## src/rtl/layer1_sequencer.sv

```systemverilog
// layer1_sequencer: walks every (sample, neuron) pair through the layer-1 MAC,
// captures each IEEE-754 double activation and hands it to a valid/ready sink.
module layer1_sequencer #(
    parameter int NUM_SAMPLES = 4,
    parameter int NUM_NEURONS = 8,
    parameter int TIMEOUT     = 32
) (
    input  logic        clk,
    input  logic        rst_n,
    input  logic        start,
    output logic        busy,
    output logic        all_done,
    output logic        err_timeout,
    output logic [31:0] mac_i,
    output logic [31:0] mac_n,
    output logic        mac_j,
    output logic        mac_clr,
    input  logic [63:0] mac_act,
    input  logic        mac_done,
    output logic        res_valid,
    input  logic        res_ready,
    output logic [63:0] res_data,
    output logic [31:0] res_sample,
    output logic [31:0] res_neuron
);

    typedef enum logic [2:0] {
        S_IDLE,
        S_CLEAR,
        S_RUN,
        S_WRITE,
        S_NEXT,
        S_DONE,
        S_ERR
    } state_t;

    state_t      state_q, state_d;
    logic [31:0] s_q, s_d;
    logic [31:0] n_q, n_d;
    logic [31:0] cnt_q, cnt_d;
    logic        err_q, err_d;
    logic [63:0] data_q, data_d;
    logic [31:0] rs_q, rs_d;
    logic [31:0] rn_q, rn_d;

    // State and datapath registers with synchronous active-low reset.
    always_ff @(posedge clk) begin
        if (!rst_n) begin
            state_q <= S_IDLE;
            s_q     <= '0;
            n_q     <= '0;
            cnt_q   <= '0;
            err_q   <= 1'b0;
            data_q  <= '0;
            rs_q    <= '0;
            rn_q    <= '0;
        end else begin
            state_q <= state_d;
            s_q     <= s_d;
            n_q     <= n_d;
            cnt_q   <= cnt_d;
            err_q   <= err_d;
            data_q  <= data_d;
            rs_q    <= rs_d;
            rn_q    <= rn_d;
        end
    end

    // Next-state logic: pair iteration, MAC watchdog and result capture.
    always_comb begin
        state_d = state_q;
        s_d     = s_q;
        n_d     = n_q;
        cnt_d   = cnt_q;
        err_d   = err_q;
        data_d  = data_q;
        rs_d    = rs_q;
        rn_d    = rn_q;
        case (state_q)
            S_IDLE: begin
                if (start) begin
                    state_d = S_CLEAR;
                    s_d     = '0;
                    n_d     = '0;
                    err_d   = 1'b0;
                end
            end
            S_CLEAR: begin
                state_d = S_RUN;
                cnt_d   = '0;
            end
            S_RUN: begin
                cnt_d = cnt_q + 32'd1;
                // A done on the final allowed cycle still counts as a result.
                if (mac_done) begin
                    data_d  = mac_act;
                    rs_d    = s_q;
                    rn_d    = n_q;
                    state_d = S_WRITE;
                end else if (cnt_q + 32'd1 >= 32'(TIMEOUT)) begin
                    err_d   = 1'b1;
                    state_d = S_ERR;
                end
            end
            S_WRITE: begin
                if (res_ready) begin
                    state_d = S_NEXT;
                end
            end
            S_NEXT: begin
                if (n_q < 32'(NUM_NEURONS - 1)) begin
                    n_d     = n_q + 32'd1;
                    state_d = S_CLEAR;
                end else begin
                    n_d = '0;
                    if (s_q < 32'(NUM_SAMPLES - 1)) begin
                        s_d     = s_q + 32'd1;
                        state_d = S_CLEAR;
                    end else begin
                        state_d = S_DONE;
                    end
                end
            end
            S_DONE:  state_d = S_IDLE;
            S_ERR:   state_d = S_IDLE;
            default: state_d = S_IDLE;
        endcase
    end

    assign busy        = (state_q == S_CLEAR) || (state_q == S_RUN) ||
                         (state_q == S_WRITE) || (state_q == S_NEXT);
    assign all_done    = (state_q == S_DONE);
    assign err_timeout = err_q;
    assign mac_clr     = (state_q == S_CLEAR);
    assign mac_j       = (state_q != S_RUN);
    assign mac_i       = s_q;
    assign mac_n       = n_q;
    assign res_valid   = (state_q == S_WRITE);
    assign res_data    = data_q;
    assign res_sample  = rs_q;
    assign res_neuron  = rn_q;

endmodule

```

## config.mk

```make
export PLATFORM = sky130hd
export DESIGN_NAME = layer1_sequencer
export DESIGN_NICKNAME = d
export VERILOG_FILES = /design/src/rtl/layer1_sequencer.sv
export SDC_FILE = /design/constraint.sdc
export NUM_CORES = 1
export LEC_CHECK = 0
export BUFFER_PORTS_ARGS = -buffer_cell sky130_fd_sc_hd__buf_2
export CAP_MARGIN = 10
export CORE_MARGIN = 2
export CORE_UTILIZATION = 47
export CTS_CLUSTER_DIAMETER = 80
export CTS_CLUSTER_SIZE = 20
export DETAILED_ROUTE_END_ITERATION = 12
export PLACE_DENSITY = 0.86
export SLEW_MARGIN = 20
export SYNTH_ARGS = -nofsm -noshare
export SYNTH_HDL_FRONTEND = slang
export SYNTH_SLANG_ARGS = --single-unit
```

## constraint.sdc

```tcl
create_clock -name clk -period 2.4 [get_ports clk]
set_input_delay 0.48 -clock clk [delete_from_list [all_inputs] [get_ports clk]]
set_output_delay 0.48 -clock clk [all_outputs]
set_load 0.1 [all_outputs]
```

# Word-level counts from Yosys, hierarchy flattened
# Index checks and enable logic that the tools add are counted.
[word_totals]
register_bits = 228
input_bits = 69
output_inout_bits = 198
word_cells = 57
[classes]
addsub = 3
n_lt_le_gt_ge = 3
eq_ne = 13
mux = 18
reduce_logical = 12
[op_table]
columns = ["cell", "n"]
rows = [
  ["32-bit one-hot mux with 2 select lines", 3],
  ["32-bit 2-to-1 mux", 4],
  ["32-bit by 1-bit adder with 32-bit output, second input constant", 3],
  ["32-bit by 6-bit >= comparator with 1-bit output, second input constant", 1],
  ["32-bit by 2-bit < comparator with 1-bit output, second input constant", 1],
  ["32-bit by 3-bit < comparator with 1-bit output, second input constant", 1],
  ["3-bit 2-to-1 mux", 6],
  ["3-bit one-hot mux with 5 select lines", 1],
  ["2-bit != test, second input constant", 5],
  ["4-bit AND reduction", 2],
  ["3-bit by 2-bit == test with 1-bit output, second input constant", 2],
  ["3-bit == test, second input constant", 2],
  ["2-bit nonzero test", 3],
  ["2-bit AND reduction", 2],
  ["3-bit by 1-bit == test with 1-bit output, second input constant", 1],
  ["3-bit zero test", 1],
  ["1-bit logical OR", 3],
  ["1-bit 2-to-1 mux", 3],
  ["3-bit by 2-bit != test with 1-bit output, second input constant", 1],
  ["3-bit != test, second input constant", 1],
  ["3-bit AND reduction", 1],
  ["2-bit by 1-bit != test with 1-bit output, second input constant", 1],
  ["1-bit one-hot mux with 2 select lines", 1],
]

# Longest topological paths before layout
[logic_depth]
depth_word = 5
depth_mapped = 10
mapped_depth_nobuf = 8

# Worst setup path before layout
# Ideal clock, no wire load.
[synth_timing]
kind = "register to output"
from = "reg state_q[0]"
to = "out all_done"
arrival_time_ps = 2485
required_ps = 1920
path_slack_ps = -565
path_stages_with_launch = 3
n_path_buf = 0
cell_sequence = "dfxtp_1 > inv_1 > nor3_1"
[synth_between]
elab_chain_len = 1
[synth_rtl]
columns = ["item", "line", "rtl"]
rows = [
  ["from (decl)", "37", "state_t state_q, state_d;"],
  ["from (signal assigned)", "58", "state_q <= state_d;"],
  ["3-bit == test", "132", "assign all_done = (state_q == S_DONE);"],
  ["to (decl)", "12", "output logic all_done,"],
]
# Every way passes these cells.

# Worst setup path after layout
[layout_timing]
from = "reg state_q[1]"
to = "out busy"
[layout_between]
elab_chain_len = 4
elab_cells_between_ends = 7
cone_classes = "4 x eq/ne; 3 x reduce/logical"
[layout_rtl]
columns = ["item", "line", "rtl"]
rows = [
  ["3-bit by 1-bit == test with 1-bit output or 3-bit by 2-bit == test with 1-bit output (tied branches)", "130", "assign busy = (state_q == S_CLEAR) || (state_q == S_RUN) ||"],
  ["1-bit logical OR (2 in a row)", "130", ""],
  ["1-bit logical OR *", "131", "(state_q == S_WRITE) || (state_q == S_NEXT);"],
  ["to (decl)", "11", "output logic busy,"],
]
# Every way passes the cells marked *; elsewhere a longest branch is shown, timed or not.

==> impl_metrics.toml <==
[route]
wl_microns = 24100
first_iter_violations = 489
vias = 8768
ant_nets = 0
post_drt_wl_per_cell_microns = 15.0
via_per_inst = 5.46
drt_first_pass_iters = 5
drcViolationCount = 0

[global_routing]
grt_pass1_vias = 7800
track_usage_pct = 22.2
use_met3_pct = 4.00
gr-usage-met2_pct = 37.2
grt-ovfl-total = 0
grt_pass1_wl_microns = 37700
antenna_found_initial = 0
grt_max_degree = 75
grt-busiest-layer = "met2"
gr-usage-met1_pct = 29.5

[final_layout]
area_growth_pct = 26.0
layout-drive-gt1-share_pct = 28.9
fillerInstances = 1607
multiInputGateArea_sq_um = 4140
fin_nets = 1440
final_cell_mix = "285 x nand2_1, 263 x buf_2, 203 x dfxtp_1"
mostFrequentLayoutCell = "nand2_1"
n_antenna_cell = 0
register_area_sq_um = 4600

[synth]
synth-seq-area-share_pct = 50.7
synth-edff-count = 0
syn_inst = 1107
syn_avg_cell_area_sq_um = 8.13
synth-main-ff-cell = "dfxtp_1"
postSynth.asyncResetShare_pct = 0
synth_warnings = 0
syn_area_sq_um = 9000
ys_types = 58
ys_ff_latch = 228
synth_nets = 1179

[power]
p_per_area_nw_per_um2 = 691
power_uw = 7840
peakVddDrop_mv = 0.509
leakagePower_uw = 0.00490

[floorplan]
placementRows = 50
io_pins = 267
initial_core_util_pct = 48.0
core_sq_um = 18800
dieWidth_microns = 142
die_h_microns = 142
die-area_sq_um = 20300

[setup_path]
r2r_start = "cnt_q[0]"
endpoint_kind = "output port"
start_kind = "flop"
crit_fanout = 7
cp_data_required_time_ns = 1.92
critPathSlowestCell = "nor2_1"
cp.arrival_ns = 1.87
critPathKind = "reg -> out"
cp_cell_sequence = "buf_4 -> nor2_1 -> xnor2_2 -> buf_4"
cp-startpoint = "state_q[1]"
cpMostUsedCell = "buf_4"
critPathMaxStageDelay_ns = 0.44

[flow_run]
max-cap-violations = 0

[status]
status = "finished, final reports clean"

[sta]
worst_clock_skew_ns = 0.00985
rsz0062_at_grt = "yes"
worst_slew_pin_slew_ns = 0.946
fmax_ghz = 0.425
fin_crit_ns = 2.35
slew_headroom_pct = 36.8
period_share_pct = 98.1
fin_tns_setup_ns = 0
finalHoldViolCount = 0
finalSetupViolCount = 0
drv_slew = 0
layout_setup_ws_ns = 0.0460
whs_ns = 0.234

[cts]
cts_buffer_depth = 3
cts_tree = "built"
clkLatencyLatePin_ns = 0.48
clk_pin_slew_ns = 0.08
cts_inserted_buffers = 15
cts_root_buffer = "clkbuf_16"
clock-sinks = 228
htreeDepth = 1

[placement]
io_buffers = 266
place_congestion = 0.938
post-dp-hpwl_microns = 16900
post-place-ws_ns = -0.0547

[hold_path]
hold_class = "in -> reg"
hold_start = "mac_act[27]"
power breakdown:
group	switching, uW	internal [uW]
Clock	1250	1290
Sequential	42.4	3850
Combinational	1100	302
Total	2400	5440
state kept, by name, indices dropped and copies added, names as in the netlist:
name / cells
cnt_q: 32
err_timeout: 1
res_neuron: 32
res_data: 64
state_q: 3
res_sample: 32
mac_n: 32
mac_i: 32
cell families (layout without fill, tap and decap cells):
family	Yosys count	after routing	share of synthesized area, %
multiplexers	4	4	0.445
AO/OA/AOI/OAI	250	250	15.7
flip-flops	228	228	50.7
adder cells (fa/ha/maj)	3	3	0.417
AND/OR/NAND/NOR	528	528	27.6
XOR/XNOR	10	10	0.973
buffers and inverters	84	349	4.27
cell type report:
cell class	instances	area share (%)
timing repair buffer	321	16.2
tap	234	2.58
sequential	228	40.6
clock buffer	18	3.50
clock inverter	3	0.419
inverter	7	0.254
multi-input combinational	795	36.5
per-stage QoR:
stage	utilization, %	cells	cell area (sq um)
3_5_place_dp	57.6	1584	10800
2_1_floorplan	-	1107	9050
6_report	60.4	1606	11300
3_3_place_gp	57.6	1584	10800
5_1_grt	60.4	1606	11300
4_1_cts	60.0	1605	11300
synthesized netlist by cell type (6+ instances only):
| cell type | instances | area share (%) |
|---|---|---|
| nand2_1 | 286 | 12 |
| dfxtp_1 | 228 | 51 |
| a21oi_1 | 163 | 9.1 |
| nor2_1 | 63 | 2.6 |
| clkbuf_1 | 60 | 2.5 |
| and2_1 | 35 | 2.4 |
| o21ai_0 | 30 | 1.7 |
| nand4_1 | 23 | 1.6 |
| and3_1 | 22 | 1.5 |
| nor4_1 | 22 | 1.5 |
| nand3_1 | 20 | 1.1 |
| nor3_1 | 17 | 0.94 |
| a31oi_1 | 13 | 0.90 |
| and4_1 | 10 | 0.97 |
| inv_1 | 7 | 0.29 |
| o21a_1 | 7 | 0.58 |
| xnor2_1 | 7 | 0.68 |
| a22oi_1 | 6 | 0.50 |
| buf_6 | 6 | 0.75 |
per-layer routing:
layer | vias up | wire [microns]
li1 | 4326 | -
met1 | 4111 | 10500
met2 | 300 | 11400
met3 | 31 | 1690
met4 | 0 | 488
met5 | - | 0
final timing paths:
kind              cells after the start  slack, ns            to
hold / removal                        3       0.23  res_data[27]
setup reg to reg                      9       0.10    state_q[2]
hold reg to reg                       2       0.45  res_data[55]
setup / recovery                      4       0.05          busy
worst max-delay path: cells and delay by family (launching register included):
family        cells  cell delay [ns]
simple gates      1             0.44
xor+xnor          1             0.16
flops             1             0.32
buf+inv           2             0.47
timing repair:
item / in CTS / in global routing
setup endpoints to repair: 4 / 35
pin swaps: 0 / 1
buffers inserted: 0 / 1
gates resized for setup: 5 / 17
hold buffers: 0 / 0
(Power assumes the default switching activity.)
